$ cat config.mk
export PLATFORM = sky130hd
export DESIGN_NAME = register_bank
export DESIGN_NICKNAME = d
export VERILOG_FILES = /design/src/rtl/register_bank_pkg.sv /design/src/rtl/register_bank_onehot_decoder.sv /design/src/rtl/register_bank.sv
export SDC_FILE = /design/constraint.sdc
export NUM_CORES = 1
export LEC_CHECK = 0
export BUFFER_PORTS_ARGS = -buffer_cell sky130_fd_sc_hd__clkbuf_2
export CAP_MARGIN = 15
export CORE_MARGIN = 4
export CORE_UTILIZATION = 45
export DETAILED_ROUTE_END_ITERATION = 16
export MAX_ROUTING_LAYER = met4
export PLACE_DENSITY = 0.8
export SYNTH_ARGS = -nofsm -noshare
export SYNTH_HDL_FRONTEND = slang
export SYNTH_HIERARCHICAL = 1
export SYNTH_SLANG_ARGS = --single-unit
$ cat constraint.sdc
create_clock -name clk -period 1.3 [get_ports clk]
set_input_delay 0.26 -clock clk [delete_from_list [all_inputs] [get_ports clk]]
set_output_delay 0.26 -clock clk [all_outputs]
set_load 0.005 [all_outputs]
$ cat src/rtl/register_bank_pkg.sv
// Shared widths and types for the register-file destination-select decoder.
package register_bank_pkg;

  localparam int ADDR_W   = 4;
  localparam int NUM_REGS = 16;

  typedef logic [ADDR_W-1:0]   reg_idx_t;
  typedef logic [NUM_REGS-1:0] reg_sel_t;

endpackage

$ cat src/rtl/register_bank_onehot_decoder.sv
// Combinational binary-to-one-hot decoder; all-zero output when en is low.
module onehot_decoder
  import register_bank_pkg::*;
(
  input  logic [ADDR_W-1:0]   idx,
  input  logic                en,
  output logic [NUM_REGS-1:0] sel
);

  always_comb begin
    sel = '0;
    if (en) begin
      sel[idx] = 1'b1;
    end
  end

endmodule

$ cat src/rtl/register_bank.sv
// Registered destination-select decoder driving the register-file write enables.
// Build option: define ZERO_REG_EN to make register 0 a hardwired zero register.
module register_bank
  import register_bank_pkg::*;
(
  input  logic                clk,
  input  logic                rst_n,
  input  logic [ADDR_W-1:0]   destination,
  input  logic                enable,
  output logic [NUM_REGS-1:0] registerAddress,
  output logic                valid
);

  reg_idx_t dec_idx;
  reg_sel_t dec_sel;
  reg_sel_t masked_sel;

  assign dec_idx = destination;

  onehot_decoder u_decoder (
    .idx (dec_idx),
    .en  (enable),
    .sel (dec_sel)
  );

`ifdef ZERO_REG_EN
  // Register 0 is never write-selected; a request for it produces no selection.
  assign masked_sel = {dec_sel[NUM_REGS-1:1], 1'b0};
`else
  assign masked_sel = dec_sel;
`endif

  // valid is high exactly when registerAddress carries one selected bit;
  // there is no ready/back-pressure, a new selection is taken every cycle.
  always_ff @(posedge clk) begin
    if (!rst_n) begin
      registerAddress <= '0;
      valid           <= 1'b0;
    end else begin
      registerAddress <= masked_sel;
      valid           <= |masked_sel;
    end
  end

endmodule

# == Yosys cells after proc, flatten, opt, wreduce, memory -nomap -nowiden ==
# Cells that the tools add are included.
# classes
order_cmp,2
n_mux,3
reduce_logical,2
# op_table
cell,count
16-bit two-way mux,1
16-bit OR reduction,1
"4-bit by 5-bit less-than comparator with 1-bit output, second input constant",1
1-bit demux with 4-bit select,1
"4-bit by 1-bit >= comparator with 1-bit output, second input constant",1
1-bit logical AND,1
1-bit two-way mux,1
# word_totals
reg_bits,17
output_inout_bits,17

# == Logic depth before layout (Yosys ltp) ==
# Gate-level depths: netlist of the first run.
# logic_depth
ltp_word,6
ltp_mapped,4

# == Hierarchy ==
# The synthesis of the first run kept the hierarchy.
# modules_own_cells
module,instances,cells_per_inst,area_per_inst_um2
register_bank,1,40,505.5
onehot_decoder,1,23,117.6

# == Worst setup path after synthesis of the first run ==
# Ideal clock, no wire load.
# synth_timing
kind,input -> register
startpoint,input destination[2]
endpoint,register valid
t_arrival_ps,1011
required_ps,1219
slack_ps,208
stages,4
path_buffers,0
path_cell_list,or3b_4 > nor3_2 > nor4_1 > a41oi_1
# synth_between
elab_chain_cells,6
word_cells_on_any_way,7
# synth_rtl
item,line_no,rtl
from (decl),register_bank.sv:8,"input logic [ADDR_W-1:0] destination,"
4-bit by 5-bit less-than comparator with 1-bit output (not written as such) / 4-bit by 1-bit >= comparator with 1-bit output (equally long branches),register_bank_onehot_decoder.sv:13,sel[idx] = 1'b1;
1-bit logical AND (not written as such),register_bank_onehot_decoder.sv:13,
1-bit two-way mux (not written as such),register_bank_onehot_decoder.sv:13,
1-bit demux with 4-bit select *,--,
16-bit two-way mux *,register_bank_onehot_decoder.sv:12,if (en) begin
net dec_sel[0],register_bank.sv:15,reg_sel_t dec_sel;
16-bit OR reduction *,register_bank.sv:41,valid <= |masked_sel;
to (signal assigned),register_bank.sv:41,
to (decl),register_bank.sv:11,output logic valid
# The timed path passes the listed nets; every way through them passes the cells marked *.
# A chain may end at the register's enable or synchronous reset.

# == Worst setup path after layout of the first run ==
# layout_timing
startpoint,input enable
endpoint,register valid
# layout_between
elab_chain_cells,2
# layout_rtl
item,line_no,rtl
from (decl),register_bank.sv:9,"input logic enable,"
16-bit two-way mux,register_bank_onehot_decoder.sv:12,
net dec_sel[1],register_bank.sv:15,
16-bit OR reduction,register_bank.sv:41,
# The timed path passes the listed nets, and every way through them passes these cells.

==> results of run 1 <==
==> synth_stat cells, types with 2 or more instances <==
cell,count,area share
nor4_1,4,0.040
nand3b_1,2,0.024
dfxtp_1,17,0.55
nor3_1,3,0.024
nor2_1,12,0.072
and2_2,13,0.16
nand2b_1,2,0.020
and2_1,3,0.030
==> path summary, 6_finish.rpt <==
check | to | slack [ps] | cells past startpoint
worst max-delay path | valid$_SDFF_PN0_ | 200 | 5
worst min-delay path | valid$_SDFF_PN0_ | 320 | 3
==> cell families after synthesis <==
logic type | after synthesis | share of synthesized area
simple gates | 43 | 0.416
buf+inv | 2 | 0.0241
flops | 17 | 0.546
compound gates | 1 | 0.0141
==> through the flow <==
step                      utilization  std cells  power [mW]  hold slack, ps
after floorplan                     -         63       0.578             402
after global placement          0.585        102       0.612             613
after detailed placement        0.585        102       0.613             622
after CTS                       0.606        106       0.871             320
after global routing            0.606        106       0.902             340
final                           0.606        106       0.856             322
==> registers in the layout, indices dropped and copies added (netlist names) <==
signal and count:
registerAddress 16, valid 1
==> cells in the final DEF, fill, tap and decap left out, drive strengths merged <==
master   n
nand3b   2
dfxtp   17
nand2    1
clkbuf  26
buf      2
and2    16
a41oi    1
inv      1
nor4     4
nor2    12
nand3    1
clkinv   1
or3b     1
nor3     4
nand2b   2
==> power by group through the flow <==
stage,Clock (mW),Combinational (mW),Sequential (mW)
4_1_cts,0.269,0.0708,0.531
5_1_grt,0.293,0.0787,0.531
3_5_place_dp,0,0.0705,0.543
6_report,0.255,0.0709,0.530
2_1_floorplan,0,0.0344,0.544
3_3_place_gp,0,0.0691,0.543
==> layer usage <==
layer | vias to the layer above | global-route usage | routed length (um)
met5 | - | - | 0
met4 | 0 | 0.0877 | 17
met3 | 2 | 0.0120 | 111
met2 | 23 | 0.203 | 539
met1 | 226 | 0.124 | 462
li1 | 269 | - | -
==> cell type report <==
| cell class | count | area share |
|---|---|---|
| timing repair buffer | 25 | 0.165 |
| multi-input combinational | 44 | 0.340 |
| tap | 15 | 0.0238 |
| inverter | 1 | 0.00476 |
| clock buffer | 3 | 0.0286 |
| sequential | 17 | 0.432 |
| clock inverter | 1 | 0.00635 |
==> worst max-delay path, delay by kind of cell <==
kind                   cells  cell delay, ps
and+or+nand+nor            3             710
AOI/OAI and AO/OA          1             170
buffers and inverters      1             100
==> results by group, run 1 <==
Routing
  • DRT antenna net count: 0
  • WL final: 1130 um
  • Detailed Route Iter0 Violations: 21
  • Post-DR vias/cell: approximately 5
  • WL per Instance: 10.7 um
  • Via count: 520
  • Detailed-route DRC error count: 0
  • Pre-Repair DR Iteration Count: 4

Finish
  • FILL cells: 129
  • Antenna diodes: 0
  • Area growth, synth to finish: 26.5%
  • Multi-input gate area: 268 um^2
  • Nets: 99
  • Register area: 340 um^2
  • Finished Cell Area: about 800 um^2
  • Layout cells sized above 1: 0.495

Logic synthesis
  • Register area share after synthesis: 0.546
  • YS warnings: 6
  • Top_reg_cell synth: dfxtp_1
  • Mapped Cells: 63
  • Syn_area_per_cell: approximately 9.9 um^2
  • Yosys cell types: 15
  • #FFs+latches synth: 17
  • Syn Nets: 70
  • Number of flops mapped to enable cells by yosys: 0
  • Synth Cell Area: 623 um^2
  • Ys async rst share: 0

Die
  • Die area: slightly above 2000 um^2
  • I/O Pins: 24
  • Chip height: 45.2 um
  • Starting Density: 0.479
  • # rows: 13
  • Core footprint: approximately 1300 um^2
  • Die W: 45.2 um

STA
  • Period utilization: 0.847
  • Slack of the critical path: 199 ps
  • Setup_tns: 0 ps
  • Slew margin rel.: 0.738
  • Least-Margin Pin Slew: ~400 ps
  • Final Setup Violations: 0
  • Slew Limit Fails: 0
  • Final hold vios: 0
  • Fin crit period: about 1100 ps
  • Max Clk Rate: 908 MHz
  • Unrepaired setup endpoints after global routing: no

Clocking
  • Sink Count: 17
  • Clock-pin slew on the worst setup and hold paths: 90 ps
  • H-tree levels: 1
  • Num CTS Buffers: 3
  • Clock buffer depth: 2
  • Number of post-CTS setup repair buffers: 0
  • TritonCTS clock tree: done
  • Post-cts sizing count: 0
  • Hold buffer count at CTS: 0
  • Root buffer cell: clkbuf_4

Setup path
  • Setup crit start: enable
  • Critical path class: in -> reg
  • CP max stage delay: 400 ps
  • Crit path cell chain: clkbuf_2 > or3b_4 > nor2_1 > nor4_1 > a41oi_1
  • Slowest-stage cell, CP: nor4_1
  • CP Data Required Time: approximately 1400 ps
  • Crit-path max FO: 4
  • WP data arrival: around 1200 ps
  • Critical path capture point type: flip-flop
  • Crit start category: input pin

GRT
  • Largest net degree at the start of global routing: 18
  • All-layer global routing usage: 0.119
  • Vias in the first global route: 438
  • Initial antenna violation count: 0
  • First-pass GRT wire length: 1690 um
  • GRT overflow: 0

Run status
  • Status: completed

Power and ir drop
  • Sw Pwr: 183 uW
  • Ratio of total power to cell area: 1090 nW/um^2
  • Sw frac: 0.213
  • VDD IR max: 0.681 mV
  • Power share of the clock group: 0.298
  • Leak: 0.373 nW
  • Reg power frac: 0.619
  • Int Pwr: 673 uW
  • Comb power frac: 0.083

Place
  • Pre-CTS WS: -101 ps
  • Port bufs: 23
  • HPWL after detailed placement: 938 um
  • Placed Area: 761 um^2
  • Routability Congestion: ~0.88

Flow run
  • Maximum capacitance violations: 0

Min path
  • Worst hold path startpoint: rst_n
  • Worst hold path class: in -> reg
Power figures use the tool's default switching activity.
==> inputs of run 2 (changes only) <==
--- a/config.mk
+++ b/config.mk
@@ -8,10 +8,10 @@
 export BUFFER_PORTS_ARGS = -buffer_cell sky130_fd_sc_hd__clkbuf_2
 export CAP_MARGIN = 15
 export CORE_MARGIN = 4
-export CORE_UTILIZATION = 45
+export CORE_UTILIZATION = 40
 export DETAILED_ROUTE_END_ITERATION = 16
 export MAX_ROUTING_LAYER = met4
-export PLACE_DENSITY = 0.8
+export PLACE_DENSITY = 0.76
 export SYNTH_ARGS = -nofsm -noshare
 export SYNTH_HDL_FRONTEND = slang
 export SYNTH_HIERARCHICAL = 1
==> constraint.sdc (replaced) <==
create_clock -name clk -period 1 [get_ports clk]
set_input_delay 0.2 -clock clk [delete_from_list [all_inputs] [get_ports clk]]
set_output_delay 0.2 -clock clk [all_outputs]
set_load 0.005 [all_outputs]
==> run 2 against run 1 <==
  * Setup slack got worse by 140 ps
  * Non-clock buffer count grew 3
  * Sequential power up 30%
  * Utilization fell by 1.7 points
  * Hold slack lost 65 ps
  * First-iteration DRC count fell by 33%
  * Sequential share of layout area decreased by 1.4 points
  * Combinational power up 42%
  * Total power up 33%
  * Largest power group unchanged
  * Die area up 10%
  * Global-route usage up 1.3 points
==> results by group, run 2 (synthesis gave the netlist of run 1 again) <==
GRT
  • M3 GR Usage: 0.0113 (was 0.0120)
  • Initial antenna violation count: 0 (unchanged)
  • GRT met1 Usage: 0.147 (was 0.124)
  • Most crowded layer after global routing: met2 (unchanged)
  • First-pass GRT wire length: 1960 um (was 1690 um)
  • All-layer global routing usage: 0.131 (was 0.119)
  • GR Util met2: 0.206 (was 0.203)
  • Vias in the first global route: 481 (was 438)
  • GRT overflow: 0 (unchanged)
  • Largest net degree at the start of global routing: 18 (unchanged)

Finish
  • Register area: 340 um^2 (unchanged)
  • Reg with most FFs: registerAddress (unchanged)
  • Commonest non-fill, non-tap cells in the layout: 23 x clkbuf_2, 17 x dfxtp_1, 13 x and2_2, 10 x nor2_1, 5 x buf_4 (was 23 x clkbuf_2, 17 x dfxtp_1, 13 x and2_2, 12 x nor2_1, 4 x nor4_1)
  • Layout Utilization: 0.589 (was 0.606)
  • Nets: 102 (was 99)
  • Layout cells sized above 1: 0.521 (was 0.495)
  • Area growth, synth to finish: 30.7% (was 26.5%)
  • Antenna diodes: 0 (unchanged)
  • Max FFs per register: 16 (unchanged)
  • Most common cell after layout, fill and taps aside: clkbuf_2 (unchanged)
  • Top Registers: registerAddress: 16 flops, valid: 1 flops (unchanged)
  • FILL cells: 133 (was 129)
  • Multi-input gate area: 273 um^2 (was 268 um^2)

Power and ir drop
  • Sw frac: 0.221 (was 0.213)
  • VDD IR max: 0.682 mV (was 0.681 mV)
  • Sw Pwr: 252 uW (was 183 uW)
  • Reg power frac: 0.605 (was 0.619)
  • Leak: 0.385 nW (was 0.373 nW)
  • Ratio of total power to cell area: 1400 nW/um^2 (was 1090 nW/um^2)
  • Comb power frac: 0.088 (was 0.083)
  • Int Pwr: 888 uW (was 673 uW)
  • Power share of the clock group: 0.306 (was 0.298)

Place
  • HPWL after detailed placement: 1040 um (was 938 um)
  • Routability Congestion: 0.864 (was 0.879)
  • Port bufs: 23 (unchanged)

Routing
  • Post-DR vias/cell: 5.10 (was 4.91)
  • DRT antenna net count: 0 (unchanged)
  • Detailed-route DRC error count: 0 (unchanged)
  • Via count: 556 (was 520)
  • Pre-Repair DR Iteration Count: 6 (was 4)
  • WL final: 1280 um (was 1130 um)
  • WL per Instance: 11.7 um (was 10.7 um)
  • Detailed Route Iter0 Violations: 14 (was 21)

Setup path
  • Critical path class: in -> reg (unchanged)
  • Crit path cell chain: clkbuf_2 > or3b_4 > nor3_2 > nor4_1 > a41oi_1 (was clkbuf_2 > or3b_4 > nor2_1 > nor4_1 > a41oi_1)
  • WP data arrival: 1150 ps (was 1240 ps)
  • CP Data Required Time: 1210 ps (was 1440 ps)
  • Family with the most delay on the worst path: simple AND/OR/NAND/NOR gates (unchanged)
  • CP Buf/Inv Count: 1 (unchanged)
  • Crit-path max FO: 4 (unchanged)
  • Slowest-stage cell, CP: or3b_4 (was nor4_1)
  • CP max stage delay: 430 ps (was 400 ps)
  • Crit start category: input pin (unchanged)
  • Critical path capture point type: flip-flop (unchanged)

Clocking
  • Hold buffer count at CTS: 0 (unchanged)
  • Sink Count: 17 (unchanged)
  • TritonCTS clock tree: done (unchanged)
  • Number of post-CTS setup repair buffers: 0 (unchanged)
  • Num CTS Buffers: 3 (unchanged)
  • Root buffer cell: clkbuf_4 (unchanged)
  • Clock-pin slew on the worst setup and hold paths: 90 ps (about the same)
  • H-tree levels: 1 (unchanged)
  • Clock buffer depth: 2 (unchanged)
  • Post-cts sizing count: 0 (unchanged)

STA
  • Final Setup Violations: 0 (unchanged)
  • Slew margin rel.: 0.795 (was 0.738)
  • Fin crit period: about 940 ps
  • Least-Margin Pin Slew: 305 ps (was 389 ps)
  • Period utilization: 0.939
  • Final hold vios: 0 (unchanged)
  • Setup_tns: 0 ps (unchanged)
  • Worst Hold Margin: 258 ps (was 322 ps)
  • Max Clk Rate: between 1000 and 1500 MHz
  • Unrepaired setup endpoints after global routing: no (unchanged)
  • Slew Limit Fails: 0 (unchanged)

Min path
  • Worst hold path class: in -> reg (unchanged)

Die
  • Die area: 2250 um^2 (was 2040 um^2)
  • Die W: 47.5 um (was 45.2 um)
  • Chip height: 47.5 um (was 45.2 um)
  • I/O Pins: 24 (unchanged)
  • Starting Density: 0.451 (was 0.479)
  • # rows: 13 (unchanged)
  • Core footprint: 1380 um^2 (was 1300 um^2)

Flow run
  • Maximum capacitance violations: 0 (unchanged)

Run status
  • Status: completed (unchanged)
run 2: per-layer routing:
| metal | wire length, um | up-vias | share of wire |
|---|---|---|---|
| li1 | - | 272 | - |
| met1 | 513 | 248 | 0.40 |
| met2 | 638 | 32 | 0.50 |
| met3 | 86 | 4 | 0.067 |
| met4 | 37 | 0 | 0.029 |
| met5 | 0 | - | 0 |
run 2: power by group through the flow:
stage	combinational, mW	sequential, mW	clock [mW]
after CTS	0.0991	0.690	0.357
after floorplan	0.0447	0.707	0
after detailed placement	0.0991	0.706	0
after global placement	0.0960	0.706	0
final	0.101	0.690	0.349
after global routing	0.111	0.691	0.381
run 2: final cells by class:
cell class / instances / area share
repair buffers: 28 / 0.187
multi-input cells: 44 / 0.335
clock buffers: 4 / 0.0323
well taps: 15 / 0.0230
flip-flops and latches: 17 / 0.418
inverters: 1 / 0.00461
run 2: final timing paths:
| kind | startpoint | endpoint | depth (start not counted) |
|---|---|---|---|
| min | rst_n | valid$_SDFF_PN0_ | 3 |
| max | destination[2] | valid$_SDFF_PN0_ | 5 |
run 2: stage by stage:
step                      setup slack [ps]  std cells  total power, mW  area [um^2]
final                                 61.4        109             1.14          815
after global placement                -198        105            0.802          783
after detailed placement              -227        105            0.805          783
after CTS                             60.5        109             1.15          810
after global routing                  6.84        109             1.18          815
after floorplan                      -31.8         63            0.752          623
==> inputs of run 3 (changes only) <==
--- a/config.mk
+++ b/config.mk
@@ -5,7 +5,7 @@
 export SDC_FILE = /design/constraint.sdc
 export NUM_CORES = 1
 export LEC_CHECK = 0
-export BUFFER_PORTS_ARGS = -buffer_cell sky130_fd_sc_hd__clkbuf_2
+export BUFFER_PORTS_ARGS = -buffer_cell sky130_fd_sc_hd__buf_2
 export CAP_MARGIN = 15
 export CORE_MARGIN = 4
 export CORE_UTILIZATION = 40
==> run 3 against run 2 <==
  * Via count down 1.6%
  * Sequential power about the same
  * Sequential share of layout area rose by 0.26 points
  * Critical path depth fell by 4
  * Count of clock-buffer cells in the layout stayed put
  * Global-route usage up 0.15 points
  * Critical path type is now reg -> out
  * Critical endpoint is now registerAddress[0]
  * Largest power group unchanged
==> results by group, run 3 (synthesis gave the netlist of run 1 again) <==
STA
  • Period utilization: 0.930 (was 0.939)
  • Max Clk Rate: 1080 MHz (was 1070 MHz)
  • Final hold vios: 0 (unchanged)
  • Slew Limit Fails: 0 (unchanged)
  • Unrepaired setup endpoints after global routing: no (unchanged)
  • Least-Margin Pin Slew: 270 ps (was 305 ps)
  • Fin crit period: 930 ps (was 939 ps)
  • Worst Hold Margin: 228 ps (was 258 ps)
  • Slew margin rel.: 0.818 (was 0.795)
  • Final Setup Violations: 0 (unchanged)
  • Setup_tns: 0 ps (unchanged)

Setup path
  • Crit path cell chain: buf_2 (was clkbuf_2 > or3b_4 > nor3_2 > nor4_1 > a41oi_1)
  • WP data arrival: 730 ps (was 1150 ps)
  • Slowest-stage cell, CP: dfxtp_1 (was or3b_4)
  • CP max stage delay: 340 ps (was 430 ps)
  • CP Data Required Time: 800 ps (was 1210 ps)
  • Critical path class: reg -> out (was in -> reg)
  • Critical path capture point type: output pin (was flip-flop)
  • Family with the most delay on the worst path: flip-flops (was simple AND/OR/NAND/NOR gates)
  • Crit start category: flip-flop (was input pin)
  • CP Buf/Inv Count: 1 (unchanged)
  • Crit-path max FO: 1 (was 4)

GRT
  • GRT overflow: 0 (unchanged)
  • First-pass GRT wire length: 1960 um (unchanged)
  • Largest net degree at the start of global routing: 18 (unchanged)
  • Most crowded layer after global routing: met2 (unchanged)
  • M3 GR Usage: 0.0226 (was 0.0113)
  • GRT met1 Usage: 0.133 (was 0.147)
  • All-layer global routing usage: 0.133 (was 0.131)
  • Initial antenna violation count: 0 (unchanged)
  • GR Util met2: 0.227 (was 0.206)
  • Vias in the first global route: 499 (was 481)

Place
  • Placed instance count: 105 (unchanged)
  • Port bufs: 23 (unchanged)
  • HPWL after detailed placement: 1040 um (about the same)
  • Routability Congestion: 0.874 (was 0.864)

Routing
  • Post-DR vias/cell: 5.02 (was 5.10)
  • Detailed Route Iter0 Violations: 16 (was 14)
  • Detailed-route DRC error count: 0 (unchanged)
  • WL per Instance: 11.9 um (was 11.7 um)
  • DRT antenna net count: 0 (unchanged)
  • Pre-Repair DR Iteration Count: 4 (was 6)
  • Via count: 547 (was 556)
  • WL final: 1290 um (was 1280 um)

Clocking
  • Sink Count: 17 (unchanged)
  • Root buffer cell: clkbuf_4 (unchanged)
  • TritonCTS clock tree: done (unchanged)
  • Number of post-CTS setup repair buffers: 0 (unchanged)
  • Post-cts sizing count: 0 (unchanged)
  • Hold buffer count at CTS: 0 (unchanged)
  • Clock-pin slew on the worst setup and hold paths: 90 ps (about the same)
  • Num CTS Buffers: 3 (unchanged)
  • H-tree levels: 1 (unchanged)
  • Clock buffer depth: 2 (unchanged)

Power and ir drop
  • VDD IR max: 0.662 mV (was 0.682 mV)
  • Ratio of total power to cell area: 1400 nW/um^2 (about the same)
  • Leak: 0.399 nW (was 0.385 nW)

Finish
  • Final std cells w/o fill: 109 (unchanged)
  • FILL cells: 129 (was 133)
  • Area growth, synth to finish: 29.9% (was 30.7%)
  • Antenna diodes: 0 (unchanged)
  • Reg with most FFs: registerAddress (unchanged)
  • Layout cells sized above 1: 0.500 (was 0.521)
  • Nets: 102 (unchanged)
  • Max FFs per register: 16 (unchanged)
  • Layout Utilization: 0.586 (was 0.589)
  • Most common cell after layout, fill and taps aside: buf_2 (was clkbuf_2)
  • Top Registers: registerAddress: 16 flops, valid: 1 flops (unchanged)
  • Commonest non-fill, non-tap cells in the layout: 23 x buf_2, 17 x dfxtp_1, 13 x and2_2, 12 x nor2_1, 5 x buf_4 (was 23 x clkbuf_2, 17 x dfxtp_1, 13 x and2_2, 10 x nor2_1, 5 x buf_4)

Die
  • Chip height: 47.5 um (unchanged)
  • # rows: 13 (unchanged)
  • Die area: 2250 um^2 (unchanged)
  • Core footprint: 1380 um^2 (unchanged)
  • I/O Pins: 24 (unchanged)
  • Die W: 47.5 um (unchanged)
  • Starting Density: 0.451 (unchanged)

Run status
  • Status: completed (unchanged)

Flow run
  • Maximum capacitance violations: 0 (unchanged)

Min path
  • Worst hold path class: in -> reg (unchanged)
[run 3: cell count changes in the layout (fill, tap and decap cells not counted), sizes merged]
cell / delta
clkbuf: -23
buf: +23
[run 3: final cells by class]
type	instances	area (um^2)	area share
clock buffers	4	26.3	0.0325
inverters	1	3.75	0.00464
multi-input cells	44	268	0.331
flip-flops and latches	17	340	0.420
well taps	15	18.8	0.0232
repair buffers	28	153	0.189
[run 3: stage by stage]
step | setup slack (ps) | power [mW] | cell area (um^2)
after floorplan | -31.8 | 0.752 | 623
final | 70.2 | 1.14 | 810
after global routing | 9.03 | 1.19 | 810
after CTS | 60.6 | 1.15 | 810
after detailed placement | -209 | 0.804 | 783
after global placement | -200 | 0.802 | 783
[run 3: final timing paths]
| path | startpoint | endpoint | cells past startpoint |
|---|---|---|---|
| max | registerAddress[0]$_SDFF_PN0_ | registerAddress[0] | 1 |
| min | rst_n | valid$_SDFF_PN0_ | 3 |
[run 3: per-layer routing]
metal / routed length (um) / vias to the layer above
met4: 45 / 0
met2: 651 / 25
li1: - / 268
met1: 471 / 248
met3: 124 / 6
met5: 0 / -
[run 3: power breakdown]
group,internal [mW],total [mW],switching [mW]
sequential,0.687,0.690,0.00264
combinational,0.0463,0.0987,0.0523
clock,0.155,0.348,0.194
[run 3: tightest hold or removal path: cells and delay by family]
kind            cells  cell delay (ps)
buf+inv             2              230
compound gates      1               30
